$ cat src/rtl/mips_ctrl_pkg.sv
// Shared encodings for the ID-stage decode/control slice of the MIPS subset.
package mips_ctrl_pkg;

    localparam logic [5:0] OP_RTYPE = 6'b000000;
    localparam logic [5:0] OP_LW    = 6'b100011;
    localparam logic [5:0] OP_SW    = 6'b101011;
    localparam logic [5:0] OP_ADDI  = 6'b001000;
    localparam logic [5:0] OP_BEQ   = 6'b000100;

    localparam logic [5:0] FN_ADD = 6'b100000;
    localparam logic [5:0] FN_SUB = 6'b100010;
    localparam logic [5:0] FN_AND = 6'b100100;
    localparam logic [5:0] FN_OR  = 6'b100101;
    localparam logic [5:0] FN_XOR = 6'b100110;
    localparam logic [5:0] FN_SLT = 6'b101010;

    localparam logic [3:0] ALUC_AND = 4'b0000;
    localparam logic [3:0] ALUC_OR  = 4'b0001;
    localparam logic [3:0] ALUC_ADD = 4'b0010;
    localparam logic [3:0] ALUC_XOR = 4'b0011;
    localparam logic [3:0] ALUC_SUB = 4'b0110;
    localparam logic [3:0] ALUC_SLT = 4'b0111;

    localparam logic [1:0] FWD_RF      = 2'b00;
    localparam logic [1:0] FWD_EX      = 2'b01;
    localparam logic [1:0] FWD_MEM_ALU = 2'b10;
    localparam logic [1:0] FWD_MEM_LD  = 2'b11;

    typedef struct packed {
        logic       wreg;
        logic       m2reg;
        logic       wmem;
        logic       aluimm;
        logic       regrt;
        logic [3:0] aluc;
    } ctrl_t;

    localparam int unsigned CTRL_W = $bits(ctrl_t);

endpackage

$ cat src/rtl/id_decoder.sv
// Pure combinational decode of opcode/funct into the control bundle and source usage.
module id_decoder
    import mips_ctrl_pkg::*;
(
    input  logic [5:0] op,
    input  logic [5:0] funct,
    output ctrl_t      ctrl,
    output logic       uses_rs,
    output logic       uses_rt,
    output logic       illegal
);

    always_comb begin
        ctrl    = '0;
        uses_rs = 1'b0;
        uses_rt = 1'b0;
        illegal = 1'b0;
        case (op)
            OP_RTYPE: begin
                ctrl.wreg = 1'b1;
                uses_rs   = 1'b1;
                uses_rt   = 1'b1;
                case (funct)
                    FN_ADD:  ctrl.aluc = ALUC_ADD;
                    FN_SUB:  ctrl.aluc = ALUC_SUB;
                    FN_AND:  ctrl.aluc = ALUC_AND;
                    FN_OR:   ctrl.aluc = ALUC_OR;
                    FN_XOR:  ctrl.aluc = ALUC_XOR;
                    FN_SLT:  ctrl.aluc = ALUC_SLT;
                    default: illegal   = 1'b1;
                endcase
            end
            OP_LW: begin
                ctrl.wreg   = 1'b1;
                ctrl.m2reg  = 1'b1;
                ctrl.aluimm = 1'b1;
                ctrl.regrt  = 1'b1;
                ctrl.aluc   = ALUC_ADD;
                uses_rs     = 1'b1;
            end
            OP_SW: begin
                ctrl.wmem   = 1'b1;
                ctrl.aluimm = 1'b1;
                ctrl.aluc   = ALUC_ADD;
                uses_rs     = 1'b1;
                uses_rt     = 1'b1;
            end
            OP_ADDI: begin
                ctrl.wreg   = 1'b1;
                ctrl.aluimm = 1'b1;
                ctrl.regrt  = 1'b1;
                ctrl.aluc   = ALUC_ADD;
                uses_rs     = 1'b1;
            end
            OP_BEQ: begin
                ctrl.aluc = ALUC_SUB;
                uses_rs   = 1'b1;
                uses_rt   = 1'b1;
            end
            default: illegal = 1'b1;
        endcase
        // Illegal encodings decode as a bubble with no register reads.
        if (illegal) begin
            ctrl    = '0;
            uses_rs = 1'b0;
            uses_rt = 1'b0;
        end
    end

endmodule

$ cat src/rtl/id_ex_ctrl_hazard.sv
// ID-stage control: hazard detection, forwarding selects, stall counter,
// registered ID/EX control slice and saturating illegal-instruction counter.
module id_ex_ctrl_hazard
    import mips_ctrl_pkg::*;
#(
    parameter int unsigned REG_AW     = 5,
    parameter int unsigned LOAD_STALL = 1,
    parameter int unsigned ILL_CNT_W  = 8
) (
    input  logic                 clk,
    input  logic                 rst_n,
    input  logic                 id_valid,
    input  logic [31:0]          id_instr,
    input  logic                 flush,
    input  logic [REG_AW-1:0]    ex_dest,
    input  logic                 ex_wreg,
    input  logic                 ex_m2reg,
    input  logic [REG_AW-1:0]    mem_dest,
    input  logic                 mem_wreg,
    input  logic                 mem_m2reg,
    output logic                 stall,
    output logic                 e_valid,
    output logic                 e_wreg,
    output logic                 e_m2reg,
    output logic                 e_wmem,
    output logic                 e_aluimm,
    output logic                 e_regrt,
    output logic [3:0]           e_aluc,
    output logic [1:0]           e_fwda,
    output logic [1:0]           e_fwdb,
    output logic                 ill_pulse,
    output logic [ILL_CNT_W-1:0] ill_cnt
);

    localparam int unsigned CNT_W = 3;

    ctrl_t             dec_ctrl;
    ctrl_t             e_ctrl;
    logic              uses_rs;
    logic              uses_rt;
    logic              dec_ill;
    logic [REG_AW-1:0] rs;
    logic [REG_AW-1:0] rt;
    logic              rs_live;
    logic              rt_live;
    logic              haz;
    logic [1:0]        fwda;
    logic [1:0]        fwdb;
    logic              issue;
    logic              ill_seen;
    logic [CNT_W-1:0]  cnt;
    logic              unused_imm;

    id_decoder u_dec (
        .op      (id_instr[31:26]),
        .funct   (id_instr[5:0]),
        .ctrl    (dec_ctrl),
        .uses_rs (uses_rs),
        .uses_rt (uses_rt),
        .illegal (dec_ill)
    );

    assign rs         = REG_AW'(id_instr[25:21]);
    assign rt         = REG_AW'(id_instr[20:16]);
    assign unused_imm = ^id_instr[15:6];

    // EX ALU result beats MEM; a load still in EX cannot forward (that is the hazard case).
    function automatic logic [1:0] fwd_sel(
        input logic              live,
        input logic [REG_AW-1:0] src,
        input logic [REG_AW-1:0] ed,
        input logic              ew,
        input logic              em,
        input logic [REG_AW-1:0] md,
        input logic              mw,
        input logic              mm
    );
        logic [1:0] sel;
        sel = FWD_RF;
        if (live && (src == ed) && ew && !em) begin
            sel = FWD_EX;
        end else if (live && (src == md) && mw) begin
            sel = mm ? FWD_MEM_LD : FWD_MEM_ALU;
        end
        return sel;
    endfunction

    always_comb begin
        rs_live  = id_valid & uses_rs & (rs != '0);
        rt_live  = id_valid & uses_rt & (rt != '0);
        haz      = ex_wreg & ex_m2reg & ((rs_live & (rs == ex_dest)) | (rt_live & (rt == ex_dest)));
        fwda     = fwd_sel(rs_live, rs, ex_dest, ex_wreg, ex_m2reg, mem_dest, mem_wreg, mem_m2reg);
        fwdb     = fwd_sel(rt_live, rt, ex_dest, ex_wreg, ex_m2reg, mem_dest, mem_wreg, mem_m2reg);
        stall    = rst_n & ~flush & (haz | (cnt != '0));
        issue    = id_valid & ~dec_ill & ~stall & ~flush;
        ill_seen = id_valid & dec_ill & ~stall & ~flush;
    end

    always_ff @(posedge clk or negedge rst_n) begin
        if (!rst_n) begin
            cnt       <= '0;
            e_valid   <= 1'b0;
            e_ctrl    <= '0;
            e_fwda    <= FWD_RF;
            e_fwdb    <= FWD_RF;
            ill_pulse <= 1'b0;
            ill_cnt   <= '0;
        end else begin
            if (flush) begin
                cnt <= '0;
            end else if (cnt != '0) begin
                cnt <= cnt - 1'b1;
            end else if (haz) begin
                cnt <= CNT_W'(LOAD_STALL - 1);
            end
            e_valid   <= issue;
            e_ctrl    <= issue ? dec_ctrl : '0;
            e_fwda    <= issue ? fwda : FWD_RF;
            e_fwdb    <= issue ? fwdb : FWD_RF;
            ill_pulse <= ill_seen;
            if (ill_pulse && (ill_cnt != '1)) begin
                ill_cnt <= ill_cnt + 1'b1;
            end
        end
    end

    assign e_wreg   = e_ctrl.wreg;
    assign e_m2reg  = e_ctrl.m2reg;
    assign e_wmem   = e_ctrl.wmem;
    assign e_aluimm = e_ctrl.aluimm;
    assign e_regrt  = e_ctrl.regrt;
    assign e_aluc   = e_ctrl.aluc;

endmodule

$ cat config.mk
export PLATFORM = sky130hd
export DESIGN_NAME = id_ex_ctrl_hazard
export DESIGN_NICKNAME = d
export VERILOG_FILES = /design/src/rtl/mips_ctrl_pkg.sv /design/src/rtl/id_decoder.sv /design/src/rtl/id_ex_ctrl_hazard.sv
export SDC_FILE = /design/constraint.sdc
export NUM_CORES = 1
export LEC_CHECK = 0
export ABC_AREA = 0
export BUFFER_PORTS_ARGS = -buffer_cell sky130_fd_sc_hd__buf_2
export CAP_MARGIN = 20
export CORE_UTILIZATION = 40
export DETAILED_ROUTE_END_ITERATION = 10
export PLACE_DENSITY = 0.71
export SLEW_MARGIN = 10
export SYNTH_ARGS = -nofsm -noshare
export SYNTH_HDL_FRONTEND = slang
export SYNTH_SLANG_ARGS = --single-unit
$ cat constraint.sdc
create_clock -name clk -period 3.7 [get_ports clk]
set_input_delay 0.37 -clock clk [delete_from_list [all_inputs] [get_ports clk]]
set_output_delay 0.37 -clock clk [all_outputs]
set_load 0.005 [all_outputs]
==> results.py <==
metrics = {
    "worst_setup_path": {
        "cpMaxStageDelayCell": "a311o_1",
        "end_kind": "primary output",
        "cp.arrival_ps": 1900,
        "cpMostUsedCell": "buf_2",
        "crit_path_cell_trace": "buf_2 -> nor3_2 -> a22oi_1 -> a311o_1 -> o21a_4 -> nor4_1 -> buf_2",
        "required_ps": 3330,
        "worstPathMaxFanout": 8,
        "cp_slowest_stage_delay_ps": 410,
        "ff2ff_path_depth": 7,
        "critical_path.startpoint_type": "primary input",
        "worstSetupPathType": "primary input to primary output",
    },
    "detailed_routing": {
        "wirelength_um": 3350,
        "vias": 1373,
        "highest_layer": "met4",
        "wl_met1_um": 1580,
        "wl_met2_um": 1500,
        "routed_via_density": 5.09,
        "dr_wl_met3_um": 243,
        "first_iter_violations": 44,
        "drtAntennaViolNets": 0,
        "routedWlPerCell_um": 12.4,
        "first_pass_iters": 4,
        "drc": 0,
    },
    "logic_synthesis": {
        "synth_edf_count": 0,
        "synthCells": 159,
        "synth_area_leaders": "dfrtp_1 (40%), xnor2_1 (8.4%), xor2_1 (7.3%), nand3_1 (3.2%), a21oi_1 (2.9%)",
        "yosysWarnings": 0,
        "synth_top_cell_area_share": 0.402,
        "yosys.area.top_type": "dfrtp_1",
        "synthFlopType": "dfrtp_1",
        "synthDistinctLibCells": 45,
        "synthesis.area_um2": 1560,
        "synth_seq_area_share": 0.402,
        "async_flop_share": 1.00,
        "syn_nets": 212,
        "avgSynthCellArea_um2": 9.79,
        "synth.ff_latch_count": 25,
    },
    "placed_design": {
        "dp_cells": 266,
        "portBuffers": 62,
        "place_hpwl_um": 2730,
        "gp_congestion": 0.820,
    },
    "sta": {
        "max_freq_ghz": 0.440,
        "tightest_slew_ps": 603,
        "post-route-period-util": 0.614,
        "tns_ps": 0,
        "period_needed_ps": 2270,
        "finalSetupViolCount": 0,
        "rsz0062_at_grt": "no",
        "slew_violations": 0,
        "clock_skew_ps": 3.45,
        "slew_headroom": 0.598,
        "hold_viol": 0,
    },
    "final_layout": {
        "area.growth.synth_to_final_pct": 25.2,
        "final_cell_mix": "buf_2 (62), dfrtp_1 (25), xnor2_1 (15), xor2_1 (13), nand3_1 (10)",
        "n_fill_cell": 377,
        "layout.cells.non_filler": 270,
        "multiInputGateArea_um2": 870,
        "diodes": 0,
        "nNetsFinal": 276,
        "seqCellArea_um2": 626,
        "final_common_cell": "buf_2",
        "drive_gt1_frac": 0.365,
    },
    "power_and_ir_drop": {
        "irDropWorstVdd_mv": 0.143,
        "power_density_nw_per_um2": 347,
        "p_leak_uw": 0.000924,
        "design_power_total_uw": 675,
    },
    "floorplan": {
        "ios": 74,
        "coreArea_um2": 3690,
        "die_x_um": 64.4,
        "fp-row-count": 22,
        "fp.dieH_um": 64.4,
        "die_area_um2": 4140,
        "initial_core_util": 0.422,
    },
    "clocking": {
        "cts_buffer_depth": 2,
        "numCtsBuffers": 3,
        "clkTransAtPathRegs_ps": 80,
        "htreeDepth": 1,
        "post_cts_buffers": 0,
        "cts_resized": 0,
        "hold_buffers": 0,
        "clk_latency_ps": 260,
        "clock-root-buffer": "clkbuf_8",
        "cts_tree": "done",
        "cts_sinks": 25,
    },
    "hold_path": {
        "hold_class": "primary input to asynchronous set/reset pin",
    },
    "global_routing": {
        "antenna_found_initial": 0,
        "grt_max_degree": 27,
        "grt_use_total": 0.174,
        "grt_pass1_wl_um": 5660,
        "gr-total-overflow": 0,
        "grt_pass1_vias": 1295,
    },
    "run_status": {
        "status": "finished clean",
    },
    "job": {
        "max_cap_viol_count": 0,
    },
}
==> synth_stat cells, types with 2 or more instances <==
cell type and n:
ha_1 3, nor4_2 2, o31ai_1 2, a31oi_1 2
nor3b_2 2, o21ai_0 3, inv_1 9, xor2_1 13
or4_1 3, nand3_1 10, dfrtp_1 25, nor4_1 5
nor3_1 7, or2_2 2, nor3_2 2, nor2_1 9
nand2_1 6, and3_1 4, a211oi_1 2, xnor2_1 15
a21oi_1 9
==> critical path: cells and delay by family <==
| family | cells | cell delay, ps |
|---|---|---|
| AO/OA/AOI/OAI | 3 | 780 |
| AND/OR/NAND/NOR | 2 | 470 |
| buffers and inverters | 2 | 280 |
==> cells by family (layout without fill, tap and decap cells) <==
logic type	after synthesis	after routing	share of synthesized area
other	1	1	0.00241
and+or+nand+nor	62	62	0.246
DFF	25	25	0.402
adders and majority gates	3	3	0.0241
muxes	1	1	0.00723
AOI/OAI and AO/OA	26	26	0.121
buffers and inverters	13	76	0.0394
xor gates and xnor gates	28	28	0.158
==> state kept, by name, indices dropped and copies added (netlist names) <==
register / count
e_wmem: 1
e_wreg: 1
e_aluimm: 1
e_m2reg: 1
e_regrt: 1
e_fwda: 2
e_valid: 1
e_fwdb: 2
cnt: 3
ill_pulse: 1
e_aluc: 3
ill_cnt: 8
==> power by group <==
part / switching [µW] / internal, µW
clock: 79.6 / 76.8
sequential: 36.6 / 305
combinational: 87.7 / 89.2
total: 204 / 471
==> layer usage <==
metal / vias to the layer above / track usage
li1: 690 / -
met4: 0 / 0.0667
met3: 2 / 0.0250
met1: 619 / 0.238
met2: 62 / 0.276
met5: - / 0
==> path summary, 6_finish.rpt <==
| kind | from | end | slack (ps) |
|---|---|---|---|
| max | id_instr[26] | stall | 1430 |
| min | rst_n | e_regrt$_DFF_PN0_ | 90 |
| max reg2reg | cnt[0]$_DFFE_PN0P_ | e_aluc[1]$_DFF_PN0_ | 1680 |
| min reg2reg | ill_cnt[7]$_DFFE_PN0P_ | ill_cnt[7]$_DFFE_PN0P_ | 500 |
| max in group asynchronous | rst_n | e_fwdb[1]$_DFF_PN0_ | 3240 |
| min in group clk | flush | cnt[1]$_DFFE_PN0P_ | 350 |
==> per-stage QoR <==
stage	cell area (µm²)	util	setup WS (ps)	hold slack, ps
6_report	1950	0.528	1430	93.4
5_1_grt	1950	0.528	1250	122
4_1_cts	1950	0.528	1420	107
3_5_place_dp	1900	0.516	1300	395
3_3_place_gp	1900	0.516	1310	385
2_1_floorplan	1560	-	1740	74.4
==> layout make-up <==
type,instances,area share
Multi-Input combinational cell,121,0.446
Inverter,10,0.0193
Tap cell,48,0.0308
Timing Repair Buffer,62,0.159
Sequential cell,25,0.321
Clock buffer,4,0.0231
No activity file was read; power rests on OpenSTA's default activity.
